<file path="src/rtl/req_pkg.sv">
// Shared constants for the request-capture stage and the downstream 16-input priority encoder.
package req_pkg;

    localparam int N_REQ       = 16;
    localparam int IDX_W       = 4;
    localparam int SYNC_STAGES = 2;

    localparam logic [N_REQ-1:0] MASK_RST = {N_REQ{1'b1}};

    // Encoder "no request" code, kept here so encoder and consumers agree on it
    localparam logic [7:0] ENC_NONE = 8'hF0;

endpackage

</file>
<file path="src/rtl/req_sync_edge.sv">
// Multi-flop synchroniser per request line followed by a rising-edge detector.
module req_sync_edge #(
    parameter int W      = 16,
    parameter int STAGES = 2
) (
    input  logic         clk,
    input  logic         rst_n,
    input  logic [W-1:0] async_in,
    output logic [W-1:0] rise
);

    logic [STAGES-1:0][W-1:0] sync_q;
    logic [STAGES-1:0][W-1:0] sync_d;
    logic [W-1:0]             prev_q;
    logic [W-1:0]             prev_d;

    // Shift chain and edge detect; runs every cycle regardless of capture enable
    always_comb begin
        sync_d[0] = async_in;
        for (int s = 1; s < STAGES; s++) begin
            sync_d[s] = sync_q[s-1];
        end
        prev_d = sync_q[STAGES-1];
        rise   = sync_q[STAGES-1] & ~prev_q;
    end

    // Synchroniser and previous-value registers
    always_ff @(posedge clk) begin
        if (!rst_n) begin
            sync_q <= {(STAGES*W){1'b0}};
            prev_q <= {W{1'b0}};
        end else begin
            sync_q <= sync_d;
            prev_q <= prev_d;
        end
    end

endmodule

</file>
<file path="src/rtl/req_pending_latch.sv">
// Sticky pending/overflow capture of synchronised request edges, masked onto the encoder input.
module req_pending_latch #(
    parameter int N_REQ       = req_pkg::N_REQ,
    parameter int IDX_W       = req_pkg::IDX_W,
    parameter int SYNC_STAGES = req_pkg::SYNC_STAGES
) (
    input  logic             clk,
    input  logic             rst_n,
    input  logic             ena,
    input  logic [N_REQ-1:0] req_in,
    input  logic             mask_we,
    input  logic [N_REQ-1:0] mask_wdata,
    input  logic             clr_valid,
    input  logic [IDX_W-1:0] clr_idx,
    input  logic             clr_all,
    input  logic             ovf_clr,
    output logic [N_REQ-1:0] pend_vec,
    output logic             pend_any,
    output logic [N_REQ-1:0] ovf_vec
);

    logic [N_REQ-1:0] rise_s;
    logic [N_REQ-1:0] set_s;
    logic [N_REQ-1:0] clr_s;
    logic [N_REQ-1:0] pending_q;
    logic [N_REQ-1:0] pending_d;
    logic [N_REQ-1:0] ovf_q;
    logic [N_REQ-1:0] ovf_d;
    logic [N_REQ-1:0] mask_q;
    logic [N_REQ-1:0] mask_d;

    // Indices at or above N_REQ match no bit, so they decode to an empty vector
    function automatic logic [N_REQ-1:0] idx_onehot(input logic [IDX_W-1:0] idx,
                                                    input logic             vld);
        logic [N_REQ-1:0] oh;
        for (int i = 0; i < N_REQ; i++) begin
            oh[i] = vld & ({1'b0, idx} == (IDX_W+1)'(i));
        end
        return oh;
    endfunction

    req_sync_edge #(
        .W      (N_REQ),
        .STAGES (SYNC_STAGES)
    ) u_sync_edge (
        .clk      (clk),
        .rst_n    (rst_n),
        .async_in (req_in),
        .rise     (rise_s)
    );

    // Next-state: a set in the same cycle as a clear wins so no event is lost
    always_comb begin
        clr_s     = clr_all ? {N_REQ{1'b1}} : idx_onehot(clr_idx, clr_valid);
        set_s     = rise_s & {N_REQ{ena}};
        pending_d = (pending_q & ~clr_s) | set_s;
        ovf_d     = (ovf_clr ? {N_REQ{1'b0}} : ovf_q) | (set_s & pending_q & ~clr_s);
        mask_d    = mask_we ? mask_wdata : mask_q;
    end

    // Pending, overflow and mask registers
    always_ff @(posedge clk) begin
        if (!rst_n) begin
            pending_q <= {N_REQ{1'b0}};
            ovf_q     <= {N_REQ{1'b0}};
            mask_q    <= {N_REQ{1'b1}};
        end else begin
            pending_q <= pending_d;
            ovf_q     <= ovf_d;
            mask_q    <= mask_d;
        end
    end

    assign pend_vec = pending_q & mask_q;
    assign pend_any = |pend_vec;
    assign ovf_vec  = ovf_q;

endmodule

</file>
<file path="config.mk">
export PLATFORM = sky130hd
export DESIGN_NAME = req_pending_latch
export DESIGN_NICKNAME = d
export VERILOG_FILES = /design/src/rtl/req_pkg.sv /design/src/rtl/req_sync_edge.sv /design/src/rtl/req_pending_latch.sv
export SDC_FILE = /design/constraint.sdc
export NUM_CORES = 1
export LEC_CHECK = 0
export ABC_AREA = 1
export CAP_MARGIN = 0
export CORE_MARGIN = 2
export CORE_UTILIZATION = 35
export DETAILED_ROUTE_END_ITERATION = 10
export DONT_BUFFER_PORTS = 1
export PLACE_DENSITY = 0.58
export SYNTH_ARGS = -nofsm -noshare
export SYNTH_HDL_FRONTEND = slang
export SYNTH_SLANG_ARGS = --single-unit
</file>
<file path="constraint.sdc">
create_clock -name clk -period 1.8 [get_ports clk]
set_clock_uncertainty 0.05 [all_clocks]
set_input_delay 0.36 -clock clk [delete_from_list [all_inputs] [get_ports clk]]
set_output_delay 0.36 -clock clk [all_outputs]
set_load 0.005 [all_outputs]
</file>
==> flow_metrics.env, run 1 <==
export IMPL_die_w_microns=105.8
export IMPL_maxCapViolCount=0
export IMPL_routedWlPerCell_microns=12.43
export IMPL_cts_resized=0
export IMPL_cts_sinks=96
export IMPL_grt_first_pass_wirelength_microns=12140
export IMPL_syn2layout_area_growth_pct=8.218
export IMPL_switching_share_pct=22.30
export IMPL_max_freq_mhz=650.7
export IMPL_critPathLaunchType="flip-flop"
export IMPL_post_cts_setup_buffers=0
export IMPL_synth_seq_cells=96
export IMPL_layout_commonest_cell="nand2_1"
export IMPL_yosysWarnings=0
export IMPL_crit_path_end_kind="output port"
export IMPL_r2r_start="u_sync_edge.prev_d[5]"
export IMPL_overflow=0
export IMPL_crit_type="flip-flop to output port"
export IMPL_crit_path_cell_trace="nand2_1 > nand4_1 > nor2_1 > nand2_1"
export IMPL_fp_dieArea_sq_um=11180
export IMPL_final_cell_mix="nand2_1 (125), inv_1 (105), dfxtp_1 (96), nand3_1 (60), a21oi_1 (32)"
export IMPL_max_clock_path_buffers=2
export IMPL_holdPathEnd="u_sync_edge.sync_d[30]"
export IMPL_n_fill_cell=1115
export IMPL_post_route_period_util_pct=85.38
export IMPL_cts_hold_buf=0
export IMPL_p_sw_mw=0.8883
export IMPL_netlist_instances=478
export IMPL_p_leak_nw=1.903
export IMPL_outcome="completed"
export IMPL_drtIter0Drc=131
export IMPL_critPathMaxFanout=3
export IMPL_totalWireLength_microns=7617
export IMPL_r2r_end="ovf_vec[5]"
export IMPL_synthDistinctLibCells=15
export IMPL_placed_cells=597
export IMPL_synth_fp_nets=521
export IMPL_cts_buffers=9
export IMPL_min_delay_start="req_in[14]"
export IMPL_final_cells=613
export IMPL_num_rows=37
export IMPL_power_frac_seq_pct=56.2
export IMPL_rsz0062_at_grt="no"
export IMPL_fin_setup_tns_ns=0
export IMPL_power_density_nw_per_um2=1016
export IMPL_path_clk_slew_ns=0.09
export IMPL_antenna_found_initial=0
export IMPL_initial_core_util_pct=35.58
export IMPL_path_buf_inv=0
export IMPL_hold_path_cell_count=2
export IMPL_slew_limit_headroom_pct=67.50
export IMPL_crit_required_ns=1.39
export IMPL_clk_latency_ns=0.36
export IMPL_ys_seq_area_share_pct=53.04
export IMPL_first_global_vias=2463
export IMPL_portBuffers=0
export IMPL_min_period_ns=1.537
export IMPL_power_share_clock_pct=39.4
export IMPL_vdd_ir_drop_max_mv=0.4463
export IMPL_track_usage_pct=14.11
export IMPL_drc_errors=0
export IMPL_gp_congestion=0.8294
export IMPL_drive_above_1_share_pct=7.966
export IMPL_rrSetupSlack_ns=0.86
export IMPL_crit_arrival_ns=1.13
export IMPL_syn_area_per_cell_sq_um=7.580
export IMPL_crit_family="simple AND/OR/NAND/NOR gates"
export IMPL_final_hold_viol_count=0
export IMPL_grt_max_degree=66
export IMPL_dr_total_vias=2677
export IMPL_drt_pass1_iterations=4
export IMPL_cell_internal_pwr_mw=3.095
export IMPL_cts_max_level=3
export IMPL_reg2reg_depth=4
export IMPL_finalSetupViolCount=0
export IMPL_netlist_area_sq_um=3623
export IMPL_root_buffer="clkbuf_8"
export IMPL_hold_class="input pin to flip-flop"
export IMPL_ioPinCount=76
export IMPL_cts_tree="done"
export IMPL_crit_path_frequent_cell="nand2_1"
export IMPL_drv_slew=0
export IMPL_fin_nets=515
export IMPL_worst_pin_slew_ns=0.4869
export IMPL_vias_per_cell=4.367
export IMPL_antenna_left=0
export IMPL_die_y_microns=105.8
export IMPL_combPwrFrac_pct=4.4
export IMPL_antennaDiodeCount=0
export IMPL_slowest_stage="dfxtp_1"
export IMPL_pre_cts_slack_ns=0.6315
export IMPL_dpl_hpwl_microns=5707
export IMPL_finalWorstSetupSlack_ns=0.2631
export IMPL_slowest_delay_ns=0.34
export IMPL_core_area_sq_um=10180
## metal layers
metal	share of wire [%]	vias to the layer above	track usage (%)
li1	-	1418	-
met1	45	1175	17.22
met2	47	72	22.86
met3	6.4	12	4.515
met4	2.3	0	6.015
met5	0	-	0
## sequential cells by signal (all words and copies together) (netlist names)
signal	cells
mask_q	16
ovf_vec	16
pending_q	16
u_sync_edge.prev_q	16
u_sync_edge.sync_d	16
u_sync_edge.prev_d	16
## cells by family after synthesis
| family | after synthesis | synth area share [%] |
|---|---|---|
| flip-flops | 96 | 53.04 |
| AND/OR/NAND/NOR | 225 | 28.28 |
| buffers and inverters | 125 | 14.26 |
| AO/OA/AOI/OAI | 32 | 4.420 |
## power by group through the flow
stage	clock network [mW]	registers, mW	logic [mW]
after floorplan	0	2.28	0.184
after global placement	0	2.29	0.173
after detailed placement	0	2.29	0.177
after CTS	1.62	2.24	0.177
after global routing	1.68	2.25	0.205
final	1.57	2.24	0.174
## final cells by class
cell class,count,area (sq um),share of cell area [%]
Clock buffer,11,141.4,3.606
Clock inverter,5,86.33,2.202
Inverter,105,394.1,10.05
Multi-Input combinational cell,257,1185,30.22
Sequential cell,96,1922,49.01
Tap cell,136,170.2,4.339
Timing Repair Buffer,3,22.52,0.5743
## stage by stage
stage | hold slack [ns] | power [mW] | utilization [%] | cell area [sq um]
after detailed placement | 0.3493 | 2.467 | 36.27 | 3694
final | 0.04679 | 3.984 | 38.50 | 3921
after global routing | 0.03340 | 4.138 | 38.50 | 3921
after global placement | 0.3465 | 2.461 | 36.27 | 3694
after CTS | 0.02248 | 4.035 | 38.50 | 3921
after floorplan | 0.3405 | 2.460 | - | 3623
## cells in the mapped netlist (all sizes together)
cell type	count	share of area [%]
nand4	4	0.69
buf	15	2.9
inv	105	11
dfxtp	96	53
clkbuf	5	0.52
nand2	125	13
a21oi	32	4.4
nand3	70	11
nor2	26	3.4
## worst max-delay path by stage
stage	startpoint	slack (ns)	end	cells after the start
after global routing	pending_q[9]	0.19	pend_any	4
after CTS	pending_q[9]	0.23	pend_any	4
after global placement	clr_idx[2]	0.64	ovf_vec[4]	5
after floorplan	clr_valid	0.68	ovf_vec[10]	6
final	pending_q[9]	0.26	pend_any	4
after detailed placement	pending_q[9]	0.63	pend_any	4
No activity file was read; power rests on OpenSTA's default activity.
==> run 2, diff against run 1 <==
--- a/config.mk
+++ b/config.mk
@@ -7,7 +7,6 @@
 export LEC_CHECK = 0
 export ABC_AREA = 1
 export CAP_MARGIN = 0
-export CORE_MARGIN = 2
 export CORE_UTILIZATION = 35
 export DETAILED_ROUTE_END_ITERATION = 10
 export DONT_BUFFER_PORTS = 1
==> run 2 against run 1 <==
Effect of this change:
- worst setup slack worse by 0.016 ns
- largest cell class unchanged
- clock-buffer cell count fell by 1
- sequential share of layout area grew 0.44 points
- largest power group unchanged
- worst hold slack worse by 0.0013 ns
- final cell count decreased by 0.65%
- via count increased by 1.2%
- non-clock buffer count is 1 lower
- first-iteration DRC count down 2.3%
- utilization up 0.72 points
- cell area decreased by 0.89%
- die area shrank 3.7%
- flip-flop and latch count unchanged
==> flow_metrics.env, run 2 (synthesized netlist as in run 1, its figures left out) <==
export IMPL_outcome="completed"
export IMPL_drc_errors=0
export IMPL_cts_buffers=9
export IMPL_rsz0062_at_grt="no"
export IMPL_path_clk_slew_ns=0.09
export IMPL_p_leak_nw=1.891
export IMPL_post_route_period_util_pct=86.26
export IMPL_max_freq_mhz=644.0
export IMPL_final_cell_mix="nand2_1 (125), inv_1 (105), dfxtp_1 (96), nand3_1 (60), a21oi_1 (32)"
export IMPL_antenna_left=0
export IMPL_totalWireLength_microns=7429
export IMPL_cts_resized=0
export IMPL_die_y_microns=103.8
export IMPL_maxCapViolCount=0
export IMPL_vias_per_cell=4.448
export IMPL_final_cells=609
export IMPL_fin_setup_tns_ns=0
export IMPL_root_buffer="clkbuf_8"
export IMPL_portBuffers=0
export IMPL_fin_nets=514
export IMPL_dpl_hpwl_microns=5612
export IMPL_antennaDiodeCount=0
export IMPL_cts_sinks=96
export IMPL_placed_cells=593
export IMPL_dr_total_vias=2709
export IMPL_die_w_microns=103.8
export IMPL_hold_class="input pin to flip-flop"
export IMPL_drtIter0Drc=128
export IMPL_layout_commonest_cell="nand2_1"
export IMPL_clk_latency_ns=0.36
export IMPL_crit_path_end_kind="output port"
export IMPL_whs_ns=0.04547
export IMPL_vdd_ir_drop_max_mv=0.4784
export IMPL_fp_dieArea_sq_um=10760
export IMPL_critPathLaunchType="flip-flop"
export IMPL_min_period_ns=1.553
export IMPL_num_rows=36
export IMPL_crit_arrival_ns=1.14
export IMPL_syn2layout_area_growth_pct=7.251
export IMPL_overflow=0
export IMPL_p_total_mw=3.836
export IMPL_track_usage_pct=14.30
export IMPL_cts_hold_buf=0
export IMPL_core_area_sq_um=9910
export IMPL_n_fill_cell=1058
export IMPL_gp_congestion=0.8090
export IMPL_drive_above_1_share_pct=7.983
export IMPL_drt_pass1_iterations=4
export IMPL_max_clock_path_buffers=2
export IMPL_crit_required_ns=1.39
export IMPL_crit_type="flip-flop to output port"
export IMPL_antenna_found_initial=0
export IMPL_grt_max_degree=66
export IMPL_drv_slew=0
export IMPL_post_cts_setup_buffers=0
export IMPL_grt_first_pass_wirelength_microns=12110
export IMPL_critPathMaxFanout=3
export IMPL_cts_tree="done"
export IMPL_routedWlPerCell_microns=12.20
export IMPL_finalSetupViolCount=0
export IMPL_first_global_vias=2440
export IMPL_ioPinCount=76
export IMPL_slew_limit_headroom_pct=68.93
export IMPL_power_density_nw_per_um2=987.1
export IMPL_initial_core_util_pct=36.57
export IMPL_cts_max_level=3
export IMPL_final_hold_viol_count=0
export IMPL_worst_pin_slew_ns=0.4656
==> run 2: metrics by stage <==
step                      area, sq um  worst slack, ns  util, %
final                            3886           0.2473    39.22
after global routing             3886           0.1533    39.22
after CTS                        3886           0.2220    39.22
after detailed placement         3682           0.6106    37.16
after global placement           3682           0.6106    37.16
after floorplan                  3623           0.6824        -
==> run 2: area by class of cell <==
cell class,count,area (sq um),area share [%]
clock buffer,10,137.6,3.542
sequential,96,1922,49.45
clock inverter,6,66.31,1.706
multi-input combinational,257,1185,30.49
timing repair buffer,2,15.01,0.3863
tap,133,166.4,4.282
inverter,105,394.1,10.14
==> run 2: final timing paths <==
kind | from | to | slack [ns] | depth (start not counted)
worst max register to register | u_sync_edge.prev_d[4] | ovf_vec[4] | 0.84 | 4
worst min-delay path | req_in[2] | u_sync_edge.sync_d[18] | 0.05 | 2
worst max-delay path | pending_q[1] | pend_any | 0.25 | 4
worst min register to register | u_sync_edge.sync_d[23] | u_sync_edge.prev_d[7] | 0.37 | 2
==> run 2: where the power goes <==
| group | leakage, nW | switching, mW | internal [mW] |
|---|---|---|---|
| combinational | 0.997 | 0.114 | 0.0603 |
| sequential | 0.787 | 0.0379 | 2.20 |
| clock | 0.107 | 0.737 | 0.688 |
| total | 1.89 | 0.888 | 2.95 |
==> run 2: per-layer routing <==
metal	GRT usage, %	share of wire (%)	up-vias
met1	18.51	45	1187
met4	4.082	1.5	0
met5	0	0	-
met2	22.53	46	88
li1	-	-	1425
met3	4.909	7.4	9
==> run 2: worst max-delay path, stage by stage, from the launching register on <==
cell     delay, ns
dfxtp_1       0.37
nand2_1       0.11
nand4_1       0.11
nor2_1        0.11
nand2_1       0.08
